[src/rtl/mem_access_if.sv]
// Request/response and RAM-side signal bundle for mem_access_unit.
// The unit attaches through the slave modport; the datapath/RAM side uses master.
interface mem_access_if #(
    parameter int ADDR_W = 8
);
    logic              req_valid;
    logic              req_ready;
    logic              req_write;
    logic [2:0]        req_funct3;
    logic [31:0]       req_addr;
    logic [31:0]       req_wdata;
    logic              resp_valid;
    logic [31:0]       resp_rdata;
    logic              resp_err;
    logic [ADDR_W-1:0] mem_addr;
    logic [31:0]       mem_wdata;
    logic              mem_wren;
    logic [31:0]       mem_q;

    modport slave (
        input  req_valid, req_write, req_funct3, req_addr, req_wdata, mem_q,
        output req_ready, resp_valid, resp_rdata, resp_err, mem_addr, mem_wdata, mem_wren
    );

    modport master (
        output req_valid, req_write, req_funct3, req_addr, req_wdata, mem_q,
        input  req_ready, resp_valid, resp_rdata, resp_err, mem_addr, mem_wdata, mem_wren
    );
endinterface

[src/rtl/mem_access_unit.sv]
// Load/store unit: byte/half/word access to a word-addressed RAM with sign/zero extension
// and read-modify-write for SB/SH. Define MAU_MISALIGN_TRAP_EN to trap misaligned H/W accesses.
module mem_access_unit #(
    parameter int          ADDR_W    = 8,
    parameter logic [31:0] ERR_RDATA = 32'h0
) (
    input  logic         clk,
    input  logic         rst,
    mem_access_if.slave  bus
);
    typedef enum logic [2:0] {IDLE, LD_WAIT, RMW_RD, RMW_WR, RESP} state_t;

    state_t            state_q, state_d;
    logic [ADDR_W-1:0] addr_q, addr_d;
    logic [1:0]        lane_q, lane_d;
    logic [2:0]        funct3_q, funct3_d;
    logic [31:0]       wdata_q, wdata_d;
    logic [31:0]       rdata_q, rdata_d;
    logic              err_q, err_d;

    logic [ADDR_W-1:0] req_word;
    logic              illegal;
    logic              misaligned;
    logic              start_access;
    logic [7:0]        ld_byte;
    logic [15:0]       ld_half;
    logic [31:0]       ld_data;
    logic [31:0]       merged;
    logic              unused_addr_bits;

    // Address bits above the RAM range are dropped so accesses wrap.
    assign req_word         = bus.req_addr[ADDR_W+1:2];
    assign unused_addr_bits = ^{bus.req_addr[31:ADDR_W+2]};

    always_comb begin
        illegal = 1'b1;
        case (bus.req_funct3)
            3'b000, 3'b001, 3'b010: illegal = 1'b0;
            3'b100, 3'b101:         illegal = bus.req_write;
            default:                illegal = 1'b1;
        endcase
`ifdef MAU_MISALIGN_TRAP_EN
        misaligned = ((bus.req_funct3[1:0] == 2'b01) && bus.req_addr[0]) ||
                     ((bus.req_funct3 == 3'b010) && (bus.req_addr[1:0] != 2'b00));
`else
        misaligned = 1'b0;
`endif
    end

    assign start_access = (state_q == IDLE) && bus.req_valid && !illegal && !misaligned;

    // Lane extraction and store merge both use the latched low address bits.
    always_comb begin
        ld_byte = bus.mem_q[{lane_q, 3'b000} +: 8];
        ld_half = bus.mem_q[{lane_q[1], 4'b0000} +: 16];
        case (funct3_q)
            3'b000:  ld_data = {{24{ld_byte[7]}}, ld_byte};
            3'b100:  ld_data = {24'h0, ld_byte};
            3'b001:  ld_data = {{16{ld_half[15]}}, ld_half};
            3'b101:  ld_data = {16'h0, ld_half};
            default: ld_data = bus.mem_q;
        endcase
        merged = bus.mem_q;
        if (funct3_q == 3'b000) begin
            merged[{lane_q, 3'b000} +: 8] = wdata_q[7:0];
        end else begin
            merged[{lane_q[1], 4'b0000} +: 16] = wdata_q[15:0];
        end
    end

    always_comb begin
        state_d  = state_q;
        addr_d   = addr_q;
        lane_d   = lane_q;
        funct3_d = funct3_q;
        wdata_d  = wdata_q;
        rdata_d  = rdata_q;
        err_d    = err_q;
        case (state_q)
            IDLE: begin
                if (bus.req_valid) begin
                    addr_d   = req_word;
                    lane_d   = bus.req_addr[1:0];
                    funct3_d = bus.req_funct3;
                    wdata_d  = bus.req_wdata;
                    rdata_d  = 32'h0;
                    err_d    = 1'b0;
                    if (illegal || misaligned) begin
                        err_d   = 1'b1;
                        rdata_d = ERR_RDATA;
                        state_d = RESP;
                    end else if (!bus.req_write) begin
                        state_d = LD_WAIT;
                    end else if (bus.req_funct3 == 3'b010) begin
                        state_d = RMW_WR;
                    end else begin
                        state_d = RMW_RD;
                    end
                end
            end
            LD_WAIT: begin
                rdata_d = ld_data;
                state_d = RESP;
            end
            RMW_RD: begin
                wdata_d = merged;
                state_d = RMW_WR;
            end
            RMW_WR:  state_d = RESP;
            RESP:    state_d = IDLE;
            default: state_d = IDLE;
        endcase
    end

    always_ff @(posedge clk or posedge rst) begin
        if (rst) begin
            state_q  <= IDLE;
            addr_q   <= '0;
            lane_q   <= 2'b00;
            funct3_q <= 3'b000;
            wdata_q  <= 32'h0;
            rdata_q  <= 32'h0;
            err_q    <= 1'b0;
        end else begin
            state_q  <= state_d;
            addr_q   <= addr_d;
            lane_q   <= lane_d;
            funct3_q <= funct3_d;
            wdata_q  <= wdata_d;
            rdata_q  <= rdata_d;
            err_q    <= err_d;
        end
    end

    // The RAM address is presented on the accept cycle so read data arrives in the next state.
    assign bus.mem_addr   = start_access ? req_word : addr_q;
    assign bus.mem_wdata  = wdata_q;
    assign bus.mem_wren   = (state_q == RMW_WR);
    assign bus.req_ready  = (state_q == IDLE);
    assign bus.resp_valid = (state_q == RESP);
    assign bus.resp_rdata = rdata_q;
    assign bus.resp_err   = err_q;
endmodule

[src/flat_wrapper.sv]
// flat-port wrapper written by rule: the top's interface ports become plain ports
module mem_access_unit_flat 
#(
    parameter int          ADDR_W    = 8,
    parameter logic [31:0] ERR_RDATA = 32'h0
)
  (clk, rst, bus_req_valid, bus_req_write, bus_req_funct3, bus_req_addr, bus_req_wdata, bus_mem_q, bus_req_ready, bus_resp_valid, bus_resp_rdata, bus_resp_err, bus_mem_addr, bus_mem_wdata, bus_mem_wren);
  mem_access_if #(.ADDR_W(ADDR_W)) bus_i ();
  input  logic clk;
  input  logic rst;
  input wire logic [$bits(bus_i.req_valid)-1:0] bus_req_valid;
  input wire logic [$bits(bus_i.req_write)-1:0] bus_req_write;
  input wire logic [$bits(bus_i.req_funct3)-1:0] bus_req_funct3;
  input wire logic [$bits(bus_i.req_addr)-1:0] bus_req_addr;
  input wire logic [$bits(bus_i.req_wdata)-1:0] bus_req_wdata;
  input wire logic [$bits(bus_i.mem_q)-1:0] bus_mem_q;
  output wire logic [$bits(bus_i.req_ready)-1:0] bus_req_ready;
  output wire logic [$bits(bus_i.resp_valid)-1:0] bus_resp_valid;
  output wire logic [$bits(bus_i.resp_rdata)-1:0] bus_resp_rdata;
  output wire logic [$bits(bus_i.resp_err)-1:0] bus_resp_err;
  output wire logic [$bits(bus_i.mem_addr)-1:0] bus_mem_addr;
  output wire logic [$bits(bus_i.mem_wdata)-1:0] bus_mem_wdata;
  output wire logic [$bits(bus_i.mem_wren)-1:0] bus_mem_wren;
  assign bus_i.req_valid = bus_req_valid;
  assign bus_i.req_write = bus_req_write;
  assign bus_i.req_funct3 = bus_req_funct3;
  assign bus_i.req_addr = bus_req_addr;
  assign bus_i.req_wdata = bus_req_wdata;
  assign bus_i.mem_q = bus_mem_q;
  assign bus_req_ready = bus_i.req_ready;
  assign bus_resp_valid = bus_i.resp_valid;
  assign bus_resp_rdata = bus_i.resp_rdata;
  assign bus_resp_err = bus_i.resp_err;
  assign bus_mem_addr = bus_i.mem_addr;
  assign bus_mem_wdata = bus_i.mem_wdata;
  assign bus_mem_wren = bus_i.mem_wren;
  mem_access_unit #(.ADDR_W(ADDR_W), .ERR_RDATA(ERR_RDATA)) u_core (.clk(clk), .rst(rst), .bus(bus_i));
endmodule
[config.mk]
export PLATFORM = sky130hd
export DESIGN_NAME = mem_access_unit_flat
export DESIGN_NICKNAME = d
export VERILOG_FILES = /design/src/rtl/mem_access_if.sv /design/src/rtl/mem_access_unit.sv /design/src/flat_wrapper.sv
export SDC_FILE = /design/constraint.sdc
export NUM_CORES = 1
export LEC_CHECK = 0
export ABC_AREA = 1
export BUFFER_PORTS_ARGS = -buffer_cell sky130_fd_sc_hd__buf_2
export CAP_MARGIN = 20
export CORE_UTILIZATION = 46
export DETAILED_ROUTE_END_ITERATION = 7
export PLACE_DENSITY_LB_ADDON = 0.2
export REMOVE_ABC_BUFFERS = 1
export SLEW_MARGIN = 20
export SYNTH_ARGS = -nofsm -noshare
export SYNTH_HDL_FRONTEND = slang
export SYNTH_SLANG_ARGS = --single-unit
export TNS_END_PERCENT = 20
[constraint.sdc]
create_clock -name clk -period 2.8 [get_ports clk]
set_input_delay 0.56 -clock clk [delete_from_list [all_inputs] [get_ports clk]]
set_output_delay 0.56 -clock clk [all_outputs]
set_load 0.005 [all_outputs]
==> report_table.html <==
<table>
<tr><th>Metric</th><th>Value</th></tr>
<tr><th colspan="2">Outcome</th></tr>
<tr><td>Status</td><td>completed</td></tr>
<tr><th colspan="2">Route</th></tr>
<tr><td>Number of nets with antenna violations after routing</td><td>0</td></tr>
<tr><td>Total length of routed wires</td><td>16300 um</td></tr>
<tr><td>Number of DRC markers after the initial detailed-route iteration</td><td>405</td></tr>
<tr><td>Drt first pass iters</td><td>5</td></tr>
<tr><td>DRC violation count after routing</td><td>0</td></tr>
<tr><td>Vias per Instance</td><td>5.08</td></tr>
<tr><td>Overall via count from detail_route</td><td>5750</td></tr>
<tr><td>Drt wl/cell</td><td>14.3 um</td></tr>
<tr><th colspan="2">Pwr</th></tr>
<tr><td>Worst IR drop on VDD</td><td>511 uV</td></tr>
<tr><td>Net load switching power</td><td>3.39 mW</td></tr>
<tr><td>Static Leak</td><td>3.76 nW</td></tr>
<tr><td>Switch share</td><td>47.8%</td></tr>
<tr><td>Total power density per cell area</td><td>1080 nW/um^2</td></tr>
<tr><td>Clock group share of total power</td><td>16.9%</td></tr>
<tr><td>Fraction of power consumed by sequential logic</td><td>28.5%</td></tr>
<tr><td>Internal Dissipation</td><td>3.70 mW</td></tr>
<tr><td>Comb pwr share</td><td>54.6%</td></tr>
<tr><th colspan="2">Logic synthesis</th></tr>
<tr><td>Number of enable flip-flop cells after synthesis</td><td>0</td></tr>
<tr><td>Cell with the most instances after synthesis</td><td>sky130_fd_sc_hd__nand2_1</td></tr>
<tr><td>Mapped Avg Cell Area</td><td>6.38 um^2</td></tr>
<tr><td>Count of distinct cell types in the synthesized netlist</td><td>33</td></tr>
<tr><td>Synthesized flop and latch total</td><td>81</td></tr>
<tr><td>Number of synthesis warnings</td><td>0</td></tr>
<tr><td>Sequential share of the synthesized area</td><td>37.6%</td></tr>
<tr><td>Syn Inst Count</td><td>844</td></tr>
<tr><td>Most frequently used flop master after synthesis</td><td>sky130_fd_sc_hd__dfrtp_1</td></tr>
<tr><td>Synth async-reset ratio</td><td>100%</td></tr>
<tr><td>Area share of the leading cell type in the synthesized netlist</td><td>37.6%</td></tr>
<tr><td>Cell type contributing the most total cell area after synthesis</td><td>sky130_fd_sc_hd__dfrtp_1</td></tr>
<tr><td>Cell types occupying the most area after synthesis</td><td>sky130_fd_sc_hd__dfrtp_1 (38%), sky130_fd_sc_hd__nand2_1 (25%), sky130_fd_sc_hd__o21ai_0 (5.6%)</td></tr>
<tr><td>Combined area of all synthesized cells</td><td>5390 um^2</td></tr>
<tr><td>Most frequent cells after synthesis</td><td>sky130_fd_sc_hd__nand2_1 (359), sky130_fd_sc_hd__dfrtp_1 (81), sky130_fd_sc_hd__nor2_1 (77)</td></tr>
<tr><th colspan="2">Final layout</th></tr>
<tr><td>Layout cells sized above 1</td><td>22.0%</td></tr>
<tr><td>Share of the core filled with cells</td><td>57.3%</td></tr>
<tr><td>Antenna Cells</td><td>0</td></tr>
<tr><td>Nets@finish</td><td>1093</td></tr>
<tr><td>Fin cells</td><td>1133</td></tr>
<tr><td>Filler Cell Count</td><td>1176</td></tr>
<tr><td>Layout Cell Area excl Fill</td><td>6550 um^2</td></tr>
<tr><td>Area growth from synthesis to layout</td><td>21.5%</td></tr>
<tr><th colspan="2">Timing</th></tr>
<tr><td>Slew at the pin with the worst max-slew slack</td><td>0.808 ns</td></tr>
<tr><td>Maximum operating frequency</td><td>411 MHz</td></tr>
<tr><td>Period Utilization, post-route</td><td>87.0%</td></tr>
<tr><td>Fin Hold WS</td><td>0.255 ns</td></tr>
<tr><td>Clock Skews</td><td>0.00886 ns</td></tr>
<tr><td>Final hold violations</td><td>0</td></tr>
<tr><td>Unrepaired setup endpoints after global routing</td><td>false</td></tr>
<tr><td>Worst slew margin relative to its limit</td><td>45.6%</td></tr>
<tr><td>Summed negative setup slack over all endpoints</td><td>0 ns</td></tr>
<tr><td>Pins Over Slew Limit</td><td>0</td></tr>
<tr><td>Setup violations, final</td><td>0</td></tr>
<tr><td>Final critical path time including I/O delays and setup</td><td>2.44 ns</td></tr>
<tr><th colspan="2">Worst setup path</th></tr>
<tr><td>Critical Path Max Stage Delay</td><td>0.44 ns</td></tr>
<tr><td>Slowest library cell on the worst path</td><td>sky130_fd_sc_hd__dfrtp_1</td></tr>
<tr><td>Data arrival time of the critical path</td><td>1.88 ns</td></tr>
<tr><td>Cell family contributing the most delay on the critical path</td><td>simple AND/OR/NAND/NOR gates</td></tr>
<tr><td>Startpoint types</td><td>register</td></tr>
<tr><td>R2r worst-path depth</td><td>9</td></tr>
<tr><td>Sort of element at the end of the critical path</td><td>primary output</td></tr>
<tr><td>Launching instance or port of the critical path</td><td>u_core.state_q[0]</td></tr>
<tr><td>Critical path destination</td><td>bus_mem_addr[7]</td></tr>
<tr><td>CP Buf/Inv Count</td><td>3</td></tr>
<tr><td>Critical Path Fanout Max</td><td>20</td></tr>
<tr><td>Critical path class</td><td>reg -&gt; out</td></tr>
<tr><td>Endpoint of the worst register-to-register path</td><td>u_core.bus.mem_wdata[26]</td></tr>
<tr><td>Number of stages on the worst setup path</td><td>8</td></tr>
<tr><td>Cell Chain, Critical Path</td><td>nor2_4, nand2_2, inv_2, nand2_2, inv_4, nand2_1, o21ai_0, buf_2</td></tr>
<tr><td>Reg2reg start</td><td>u_core.lane_q[0]</td></tr>
<tr><td>Flop2flop setup slack</td><td>0.74 ns</td></tr>
<tr><td>Endpoint required time on the critical path</td><td>2.24 ns</td></tr>
<tr><td>Most frequent CP cell</td><td>sky130_fd_sc_hd__nand2_2</td></tr>
<tr><th colspan="2">Global routing</th></tr>
<tr><td>Largest net degree at the start of global routing</td><td>49</td></tr>
<tr><td>Vias in the first global route</td><td>4988</td></tr>
<tr><td>Total routing resource utilization after global routing</td><td>27.2%</td></tr>
<tr><td>Initial antenna violation count</td><td>0</td></tr>
<tr><td>Global-route congestion overflow total</td><td>0</td></tr>
<tr><td>Global-route wire length before repair</td><td>25000 um</td></tr>
<tr><th colspan="2">Placement</th></tr>
<tr><td>Final weighted congestion in routability-driven placement</td><td>0.881</td></tr>
<tr><td>Area post-placement</td><td>6250 um^2</td></tr>
<tr><td>Post-placement cell count</td><td>1117</td></tr>
<tr><td>Count of port buffers added during placement</td><td>156</td></tr>
<tr><td>Total half-perimeter wirelength after legalization and detailed placement</td><td>12100 um</td></tr>
<tr><th colspan="2">Flow run</th></tr>
<tr><td>Number of max-capacitance violations reported</td><td>0</td></tr>
<tr><th colspan="2">Clocking</th></tr>
<tr><td>Quantity of gates resized following cts</td><td>0</td></tr>
<tr><td>Maximum root-to-sink buffer count</td><td>2</td></tr>
<tr><td>Clock tree from TritonCTS</td><td>yes</td></tr>
<tr><td>Root Driver</td><td>sky130_fd_sc_hd__clkbuf_16</td></tr>
<tr><td>Clock insertion delay at the later pin of the skew report</td><td>0.35 ns</td></tr>
<tr><td>Clk sinks</td><td>81</td></tr>
<tr><td>Post-cts hold buffer count</td><td>0</td></tr>
<tr><td>H-tree depth</td><td>3</td></tr>
<tr><td>Number of buffers inserted by post-CTS setup repair</td><td>0</td></tr>
<tr><td>CTS buffer count</td><td>9</td></tr>
<tr><td>Post-CTS clock slew at the launch and capture registers of the worst setup and hold paths</td><td>0.06 ns</td></tr>
<tr><th colspan="2">Die</th></tr>
<tr><td>Initial Utilization</td><td>47.2%</td></tr>
<tr><td>Die width</td><td>110 um</td></tr>
<tr><td>Die Y-Extent</td><td>110 um</td></tr>
<tr><td>Row count</td><td>39</td></tr>
<tr><td>I/O pin cnt</td><td>179</td></tr>
<tr><td>Die area</td><td>12100 um^2</td></tr>
<tr><td>Core area</td><td>11400 um^2</td></tr>
<tr><th colspan="2">Hold path</th></tr>
<tr><td>Kind of path behind the tightest hold check</td><td>in -&gt; async</td></tr>
</table>
## registers in the layout, summed over array words and instances, names as in the netlist
register	cells
u_core.bus.resp_err	1
u_core.lane_q	2
u_core.funct3_q	3
u_core.bus.mem_wdata	32
u_core.state_q	3
u_core.addr_q	8
u_core.bus.resp_rdata	32
## per-layer routing
layer  global-route usage, %  routed length [um]  up-vias
li1                        -                   -     2920
met1                    38.3                7570     2592
met2                    41.8                7240      221
met3                    6.29                1200       17
met4                    7.24                 239        0
met5                       0                   0        -
## stage by stage
stage          power, mW  worst slack [ns]
3_5_place_dp        5.88             0.385
2_1_floorplan       4.51             0.137
6_report            7.09             0.364
5_1_grt             7.74             0.132
4_1_cts             7.10             0.337
3_3_place_gp        5.83             0.423
## cells by family after synthesis
kind of cell	after synthesis	share of synthesized area [%]
buffers and inverters	114	9.13
adders and majority gates	5	1.16
and+or+nand+nor	507	38.2
DFF	81	37.6
AOI/OAI and AO/OA	137	13.8
## cells in the final DEF, fill, tap and decap left out, types with 2 or more instances in the layout
cell / Yosys / layout
sky130_fd_sc_hd__nor2_2: 4 / 4
sky130_fd_sc_hd__inv_2: 4 / 4
sky130_fd_sc_hd__nand4_1: 2 / 2
sky130_fd_sc_hd__or2_2: 9 / 9
sky130_fd_sc_hd__a31oi_1: 9 / 9
sky130_fd_sc_hd__o211ai_1: 6 / 6
sky130_fd_sc_hd__inv_1: 69 / 68
sky130_fd_sc_hd__o21bai_1: 6 / 6
sky130_fd_sc_hd__inv_6: 0 / 2
sky130_fd_sc_hd__nor2_1: 77 / 77
sky130_fd_sc_hd__nand2_1: 359 / 359
sky130_fd_sc_hd__dfrtp_1: 81 / 80
sky130_fd_sc_hd__a21oi_1: 52 / 52
sky130_fd_sc_hd__nand2_2: 7 / 7
sky130_fd_sc_hd__o21ai_0: 60 / 60
sky130_fd_sc_hd__nand3_1: 41 / 41
sky130_fd_sc_hd__clkbuf_16: 0 / 9
sky130_fd_sc_hd__ha_1: 5 / 5
sky130_fd_sc_hd__nor2_4: 3 / 3
sky130_fd_sc_hd__buf_4: 4 / 12
sky130_fd_sc_hd__clkinv_2: 0 / 3
sky130_fd_sc_hd__buf_2: 13 / 156
## worst min path at each step
stage	slack, ns	to	start	cells after the start
floorplan	0.45	u_core.addr_q[7]	u_core.addr_q[7]	2
global placement	0.46	u_core.bus.mem_wdata[31]	u_core.bus.mem_wdata[31]	2
detailed placement	0.46	u_core.bus.resp_rdata[28]	u_core.bus.resp_rdata[28]	2
CTS	0.27	u_core.addr_q[4]	rst	2
global route	0.30	u_core.addr_q[4]	rst	2
finish	0.26	u_core.addr_q[4]	rst	2
## worst register-to-register path, delay by kind of cell (launching register included)
| family | cells | cell delay [ns] |
|---|---|---|
| buffers and inverters | 2 | 0.59 |
| and+or+nand+nor | 5 | 0.43 |
| adders and majority gates | 1 | 0.41 |
| DFF | 1 | 0.35 |
| AOI/OAI and AO/OA | 1 | 0.21 |
## area by class of cell
type                       instances  area [um^2]  share of cell area (%)
clock buffer                      10          229                    3.50
clock inverter                     6         66.3                    1.01
inverter                          75          285                    4.36
multi-input combinational        649         2870                    43.8
sequential                        81         2030                    31.0
tap                              143          179                    2.73
timing repair buffer             169          891                    13.6
## power groups by stage
stage	clock network (mW)	registers (mW)	logic (mW)
after floorplan	0	2.13	2.38
after global placement	0	2.03	3.80
after detailed placement	0	2.03	3.84
after CTS	1.21	2.02	3.86
after global routing	1.26	2.08	4.40
final	1.20	2.02	3.87
(Power assumes the default switching activity.)
